===== src/rtl/rr_dec_arbiter_pkg.sv =====
// Shared definitions for the round-robin arbiter:
//   - requester count and index width
//   - FSM state encoding (IDLE / GRANT / GAP)
//   - rr_pick: rotating-priority search helper
package rr_dec_arbiter_pkg;

    localparam int N_REQ = 4;
    localparam int IDX_W = 2;

    typedef enum logic [1:0] {
        ST_IDLE  = 2'd0,
        ST_GRANT = 2'd1,
        ST_GAP   = 2'd2
    } arb_state_e;

    // Returns the first set request bit, searching ptr, ptr+1, ... modulo N_REQ.
    // The return value is only meaningful when req != 0.
    function automatic logic [IDX_W-1:0] rr_pick(input logic [N_REQ-1:0] req,
                                                 input logic [IDX_W-1:0] ptr);
        logic [IDX_W-1:0] idx;
        logic [IDX_W-1:0] win;
        logic             found;
        win   = ptr;
        found = 1'b0;
        for (int k = 0; k < N_REQ; k++) begin
            idx = ptr + IDX_W'(k);
            if (!found && req[idx]) begin
                win   = idx;
                found = 1'b1;
            end
        end
        return win;
    endfunction

endpackage


===== src/rtl/rr_dec_arbiter_decoder.sv =====
// 2-to-4 one-hot decoder with enable.
//   en_i : when 0, output is all zeros
//   a_i  : 2-bit select
//   y_o  : one-hot output, y_o[a_i] = en_i
module rr_dec_arbiter_decoder (
    input  logic       en_i,
    input  logic [1:0] a_i,
    output logic [3:0] y_o
);

    always_comb begin
        y_o = 4'b0000;
        if (en_i) begin
            y_o[a_i] = 1'b1;
        end
    end

endmodule


===== src/rtl/rr_dec_arbiter.sv =====
// Round-robin arbiter sharing one resource among N_REQ requesters with a
// bounded grant hold time. All outputs are registered; the one-hot grant is
// decoded from the registered index/valid pair.
//
// Ports:
//   clk_i        : clock, rising edge
//   rst_i        : synchronous active-high reset
//   en_i         : enable; when low, no new grant is issued (active grant continues)
//   req_i        : request vector, req_i[i] held high while requester i wants/uses the resource
//   gnt_o        : one-hot grant, all zero while gnt_valid_o is low
//   gnt_idx_o    : index of current / last grantee
//   gnt_valid_o  : high while a grant is active
//   timeout_o    : one-cycle pulse when a grant is forcibly ended at MAX_HOLD
//   state_o      : current FSM state (debug)
//   ptr_o        : current priority pointer (debug)
//
// Handshake: a requester raises req_i[i] and keeps it high; it owns the
// resource in every cycle where gnt_o[i] is high, and releases it by dropping
// req_i[i]. The grant ends on the edge after the drop, or after MAX_HOLD cycles.
module rr_dec_arbiter
    import rr_dec_arbiter_pkg::*;
#(
    parameter int MAX_HOLD = 8,
    parameter int HOLD_W   = 4
) (
    input  logic             clk_i,
    input  logic             rst_i,
    input  logic             en_i,
    input  logic [N_REQ-1:0] req_i,
    output logic [N_REQ-1:0] gnt_o,
    output logic [IDX_W-1:0] gnt_idx_o,
    output logic             gnt_valid_o,
    output logic             timeout_o,
    output arb_state_e       state_o,
    output logic [IDX_W-1:0] ptr_o
);

    localparam logic [HOLD_W-1:0] MAX_CNT = HOLD_W'(MAX_HOLD);

    arb_state_e       state_q, state_d;
    logic [IDX_W-1:0] ptr_q, ptr_d;
    logic [HOLD_W-1:0] cnt_q, cnt_d;
    logic [IDX_W-1:0] idx_q, idx_d;
    logic             valid_q, valid_d;
    logic             timeout_q, timeout_d;

    logic [IDX_W-1:0] winner;
    logic             hold_done;
    logic             grantee_req;

    always_comb begin
        winner      = rr_pick(req_i, ptr_q);
        hold_done   = (cnt_q == MAX_CNT);
        grantee_req = req_i[idx_q];
    end

    always_comb begin
        state_d   = state_q;
        ptr_d     = ptr_q;
        cnt_d     = cnt_q;
        idx_d     = idx_q;
        valid_d   = valid_q;
        timeout_d = 1'b0;

        case (state_q)
            ST_IDLE: begin
                if (en_i && (|req_i)) begin
                    idx_d   = winner;
                    valid_d = 1'b1;
                    cnt_d   = HOLD_W'(1);
                    state_d = ST_GRANT;
                end
            end

            ST_GRANT: begin
                // en_i is deliberately ignored here: an active grant is never aborted.
                if (!grantee_req || hold_done) begin
                    valid_d   = 1'b0;
                    // Just-served requester drops to lowest priority next time.
                    ptr_d     = idx_q + IDX_W'(1);
                    state_d   = ST_GAP;
                    timeout_d = hold_done && grantee_req;
                end else begin
                    // hold_done is false here, so the count can never wrap.
                    cnt_d = cnt_q + HOLD_W'(1);
                end
            end

            ST_GAP: begin
                // One bus-turnaround cycle; requests are sampled again in IDLE.
                state_d = ST_IDLE;
            end

            default: begin
                state_d = ST_IDLE;
                valid_d = 1'b0;
            end
        endcase
    end

    always_ff @(posedge clk_i) begin
        if (rst_i) begin
            state_q   <= ST_IDLE;
            ptr_q     <= '0;
            cnt_q     <= '0;
            idx_q     <= '0;
            valid_q   <= 1'b0;
            timeout_q <= 1'b0;
        end else begin
            state_q   <= state_d;
            ptr_q     <= ptr_d;
            cnt_q     <= cnt_d;
            idx_q     <= idx_d;
            valid_q   <= valid_d;
            timeout_q <= timeout_d;
        end
    end

    rr_dec_arbiter_decoder u_dec (
        .en_i (valid_q),
        .a_i  (idx_q),
        .y_o  (gnt_o)
    );

    assign gnt_idx_o   = idx_q;
    assign gnt_valid_o = valid_q;
    assign timeout_o   = timeout_q;
    assign state_o     = state_q;
    assign ptr_o       = ptr_q;

endmodule

===== config.mk =====
export PLATFORM = sky130hd
export DESIGN_NAME = rr_dec_arbiter
export DESIGN_NICKNAME = d
export VERILOG_FILES = /design/src/rtl/rr_dec_arbiter_pkg.sv /design/src/rtl/rr_dec_arbiter_decoder.sv /design/src/rtl/rr_dec_arbiter.sv
export SDC_FILE = /design/constraint.sdc
export NUM_CORES = 1
export LEC_CHECK = 0
export CAP_MARGIN = 25
export CELL_PAD_IN_SITES_DETAIL_PLACEMENT = 2
export CELL_PAD_IN_SITES_GLOBAL_PLACEMENT = 2
export CORE_MARGIN = 2
export CORE_UTILIZATION = 34
export CTS_CLUSTER_SIZE = 16
export DETAILED_ROUTE_END_ITERATION = 7
export DONT_BUFFER_PORTS = 1
export GPL_TIMING_DRIVEN = 0
export HOLD_SLACK_MARGIN = 0.15
export PLACE_DENSITY = 0.82
export REMOVE_ABC_BUFFERS = 1
export SYNTH_ARGS = -nofsm -noshare
export SYNTH_HDL_FRONTEND = slang
export SYNTH_SLANG_ARGS = --single-unit

===== constraint.sdc =====
create_clock -name clk_i -period 2.4 [get_ports clk_i]
set_clock_uncertainty 0.05 [all_clocks]
set_input_delay 0.48 -clock clk_i [delete_from_list [all_inputs] [get_ports clk_i]]
set_output_delay 0.48 -clock clk_i [all_outputs]
set_load 0.01 [all_outputs]

After elaboration in Yosys (flattened, before gate mapping) --
Index checks and enable logic that the tools add are counted.
Storage, ports and cells: output and inout port bits 12, word-level logic and storage cells 74, input bits 7, flip-flop bits (word level) 12
Operators by class: equality and inequality tests 6, $lt $le $gt $ge 6, bitwise logic cells 3, reduce and logical (&&, ||, !) cells 20, add/subtract/negate cells 5, multiplexer cells 28
Operators by type and width (number):
- less-than comparator 2 x 3 -> 1 bit, second input constant | 5
- 2-to-1 mux 4 bit | 3
- 2-to-1 mux 1 bit | 11
- binary-select mux 1 bit (select 2 bit) | 5
- 2-to-1 mux 2 bit | 5
- one-hot mux 4 bit (2 select lines) | 1
- logical AND 1 bit | 6
- inequality test 2 bit, second input constant | 3
- AND reduction 2 bit | 3
- AND reduction 3 bit | 2
- adder 2 x 1 -> 2 bit, second input constant | 2
- adder 2 bit, second input constant | 2
- adder 4 x 1 -> 4 bit, second input constant | 1
- equality test 4 bit, second input constant | 1
- zero test 1 bit | 4
- one-hot mux 2 bit (2 select lines) | 1
- OR reduction 4 bit | 1
- NOT 1 bit | 3
- one-hot mux 1 bit (3 select lines) | 1
- OR reduction 3 bit | 1
- demux 1 bit (select 2 bit) | 1
- equality test 2 x 1 -> 1 bit, second input constant | 1
- equality test 2 bit, second input constant | 1
- >= comparator 2 x 1 -> 1 bit, second input constant | 1
- other kinds (3) | 3

Logic depth before layout (Yosys ltp) --
word-level depth 12, depth in mapped cells 6, gate-level depth less buffers 6

By module --
Synthesis repeated with hierarchy kept, for this count alone.
Unflattened totals: cell total of the unflattened synthesis 70, area total of the unflattened synthesis 633.1 um^2
By module, submodules not included:
- rr_dec_arbiter | instances 1, cells each 66, area an instance 595.6 um^2, seq. area each 240.2 um^2
- rr_dec_arbiter_decoder | instances 1, cells each 4, area an instance 37.5 um^2, seq. area each 0.0 um^2

Worst setup path after synthesis --
Ideal clock, no wire load.
path type reg-to-reg, from reg idx_q[0] (netlist: gnt_idx_o[0]), to reg cnt_q[1], period minus slack after synthesis 1841 ps, arrival 1723 ps, library setup time 68 ps, setup slack 559 ps, buffers on the path 0, cell stages (with the launch flop) 5, required time 2282 ps, cell sequence dfxtp_1 mux4_2 and3_4 or3_1 a21oi_2
Between the ends: cells in the longest elaborated chain, start to end 6
RTL lines:
- start: declaration | RTL line rr_dec_arbiter.sv:43 | logic [IDX_W-1:0] idx_q, idx_d;
- start signal: assignment | RTL line rr_dec_arbiter.sv:113 | idx_q <= idx_d;
- binary-select mux 1 bit (select 2 bit) | RTL line rr_dec_arbiter.sv:54 | grantee_req = req_i[idx_q];
- 2-to-1 mux 1 bit (implied by the code) | RTL line rr_dec_arbiter.sv:54
- zero test 1 bit | RTL line rr_dec_arbiter.sv:77 | if (!grantee_req || hold_done) begin
- logical OR 1 bit | RTL line rr_dec_arbiter.sv:77
- inequality test 2 bit (no line)
- AND reduction 3 bit (no line)
- end signal: assignment | RTL line rr_dec_arbiter.sv:112 | cnt_q <= cnt_d;
- end: declaration | RTL line rr_dec_arbiter.sv:42 | logic [HOLD_W-1:0] cnt_q, cnt_d;
Every way passes these cells. The select of a mux whose other input is x is not followed. A chain may end at the register's enable or synchronous reset.

Final worst setup path --
Ends and elaborated chain as after synthesis.

==> flow_metrics.tcl <==
set metrics [dict create \
    outcome "finished clean" \
    antenna_found_initial 0 \
    slew_headroom_pct 75.1 \
    ios 19 \
    cts_tree "yes" \
    setup_violations 0 \
    endpoint_kind "flip-flop" \
    die_w_um 48.9 \
    clk_pin_slew_ns 0.08 \
    drtPass1Iterations 4 \
    synthToLayoutAreaGrowth_pct 7.66 \
    vias 577 \
    cpMaxStageDelayCell "mux4_2" \
    dr.first_iter.drc_count 8 \
    ir_drop_mv 0.289 \
    clock.fmax_mhz 497 \
    clockBufferDepth 2 \
    ys_types 30 \
    syn_area_per_cell_sq_um 9.14 \
    layout_commonest_cell "dfxtp_1" \
    hp-class "primary input to flip-flop" \
    ys_warn_count 0 \
    slew_violations 0 \
    netlist_area_sq_um 686 \
    layout.cells.non_filler 104 \
    drv_cap 0 \
    htreeDepth 1 \
    tritoncts.num_buffers 3 \
    wl_per_cell_um 17.2 \
    worstSetupPathType "flip-flop to flip-flop" \
    rsz0062_at_grt "false" \
    mostFrequentLayoutCells "dfxtp_1 (12), inv_1 (6), ha_1 (6)" \
    cts-root-buf "clkbuf_4" \
    post_dp_cell_area_sq_um 716 \
    die-area_sq_um 2390 \
    cp_data_required_time_ns 2.56 \
    postRouteWirelength_um 1790 \
    worstPathArrival_ns 2.17 \
    core_area_sq_um 1920 \
    clock_sinks 12 \
    critPathMaxStageDelay_ns 0.64 \
    grt_start_max_net_pins 13 \
    cts_hold_buf 0 \
    final_cell_area_sq_um 738 \
    route.detailed.drc 0 \
    cts_resized 0 \
    p_per_area_nw_per_um2 572 \
    dp_cells 101 \
    ys_ff_latch 12 \
    ys_seq_area_share_pct 35.0 \
    fin_crit_ns 2.01 \
    post-dp-hpwl_um 1400 \
    initial_core_util_pct 35.7 \
    antenna_cells 0 \
    tightest_slew_ns 0.372 \
    place.gp.congestion 0.707 \
    netlist_instances 75 \
    viasPerCell 5.55 \
    period_share_pct 83.8 \
    grt_overflow 0 \
    grt_use_total_pct 17.3 \
    cp-start-kind "flip-flop" \
    postCtsSetupRepairBufs 0 \
    crit_fanout 7 \
    nets 92 \
    power.leakage_uw 0.000271 \
    fin_setup_tns_ns 0 \
    grt_pass1_wl_um 3080 \
    path_cells "mux4_2 -> and3_4 -> or3_1 -> a21oi_2" \
    io_buffers 0 \
    final_layout_size_suffix_gt1_share_pct 9.09 \
    ant_nets 0 \
    hold_viol 0 \
    grt_pass1_vias 612 \
    fp-row-count 16 \
    clk_latency_ns 0.27 \
    fp.dieH_um 48.9 \
]
==> critical path, delay by kind of cell (launching register included) <==
kind / cells / cell delay, ns
AOI/OAI and AO/OA: 1 / 0.14
DFF: 1 / 0.50
muxes: 1 / 0.64
and+or+nand+nor: 2 / 0.62
==> final timing paths <==
path           startpoint       end  slack [ns]  cells past startpoint
max          gnt_idx_o[0]  cnt_q[1]        0.39                      4
min                 rst_i  cnt_q[1]        0.22                      1
max reg2reg  gnt_idx_o[0]  cnt_q[1]        0.39                      4
min reg2reg      cnt_q[0]  cnt_q[0]        0.48                      1
==> per-stage QoR <==
| stage | hold slack, ns | setup slack, ns | power [uW] | utilization (%) |
|---|---|---|---|---|
| after floorplan | 0.426 | 0.561 | 284 | - |
| after global placement | 0.454 | 0.445 | 298 | 37.2 |
| after detailed placement | 0.485 | 0.410 | 305 | 37.2 |
| after CTS | 0.204 | 0.387 | 428 | 38.4 |
| after global routing | 0.196 | 0.286 | 456 | 38.4 |
| final | 0.215 | 0.388 | 422 | 38.4 |
==> sequential cells by signal, summed over array words and instances, names as in the netlist <==
register     flops
cnt_q            4
gnt_idx_o        2
timeout_o        1
gnt_valid_o      1
state_o          2
ptr_o            2
==> synth_stat cells (all sizes together) <==
library cell	count	area, sq um
nand4	1	6.26
and3	2	17.5
mux4	1	22.5
nand3b	1	7.51
a21oi	6	33.8
nor3	4	20.0
xnor2	1	8.76
o221ai	1	8.76
clkbuf	1	3.75
and2	5	31.3
o41a	1	11.3
dfxtp	12	240
o21ai	1	5.00
nor2	5	18.8
nor4b	1	8.76
or3	1	6.26
mux2i	2	20.0
ha	6	75.1
nor3b	1	7.51
inv	6	22.5
a211oi	4	30.0
nand2b	5	31.3
nor2b	1	6.26
xor2	1	8.76
or2b	1	7.51
a221oi	1	8.76
and4	1	10.0
nand2	2	7.51
==> kinds of logic after synthesis <==
logic type	share of synthesized area, %
fa+ha+maj	10.9
mux	6.20
flops	35.0
simple gates	27.2
xor+xnor	2.56
buf+inv	3.83
compound gates	14.2
==> metal layers <==
layer | share of wire [%] | GRT usage, % | up-vias
met1 | 45 | 20.8 | 286
met5 | 0 | 0 | -
met4 | 0.67 | 4.29 | 0
li1 | - | - | 273
met2 | 50 | 28.5 | 16
met3 | 5.1 | 7.06 | 2
==> report_power, final <==
part / switching [uW] / total [uW] / internal [uW]
logic: 38.1 / 67.6 / 29.5
clock network: 65.2 / 123 / 58.1
registers: 21.0 / 232 / 211
==> cell type report <==
| cell class | count | area, sq um |
|---|---|---|
| multi-input combinational | 56 | 419 |
| tap | 27 | 33.8 |
| sequential | 12 | 240 |
| inverter | 6 | 22.5 |
| clock buffer | 3 | 22.5 |
| fill | 228 | 1180 |
(Power assumes the default switching activity.)
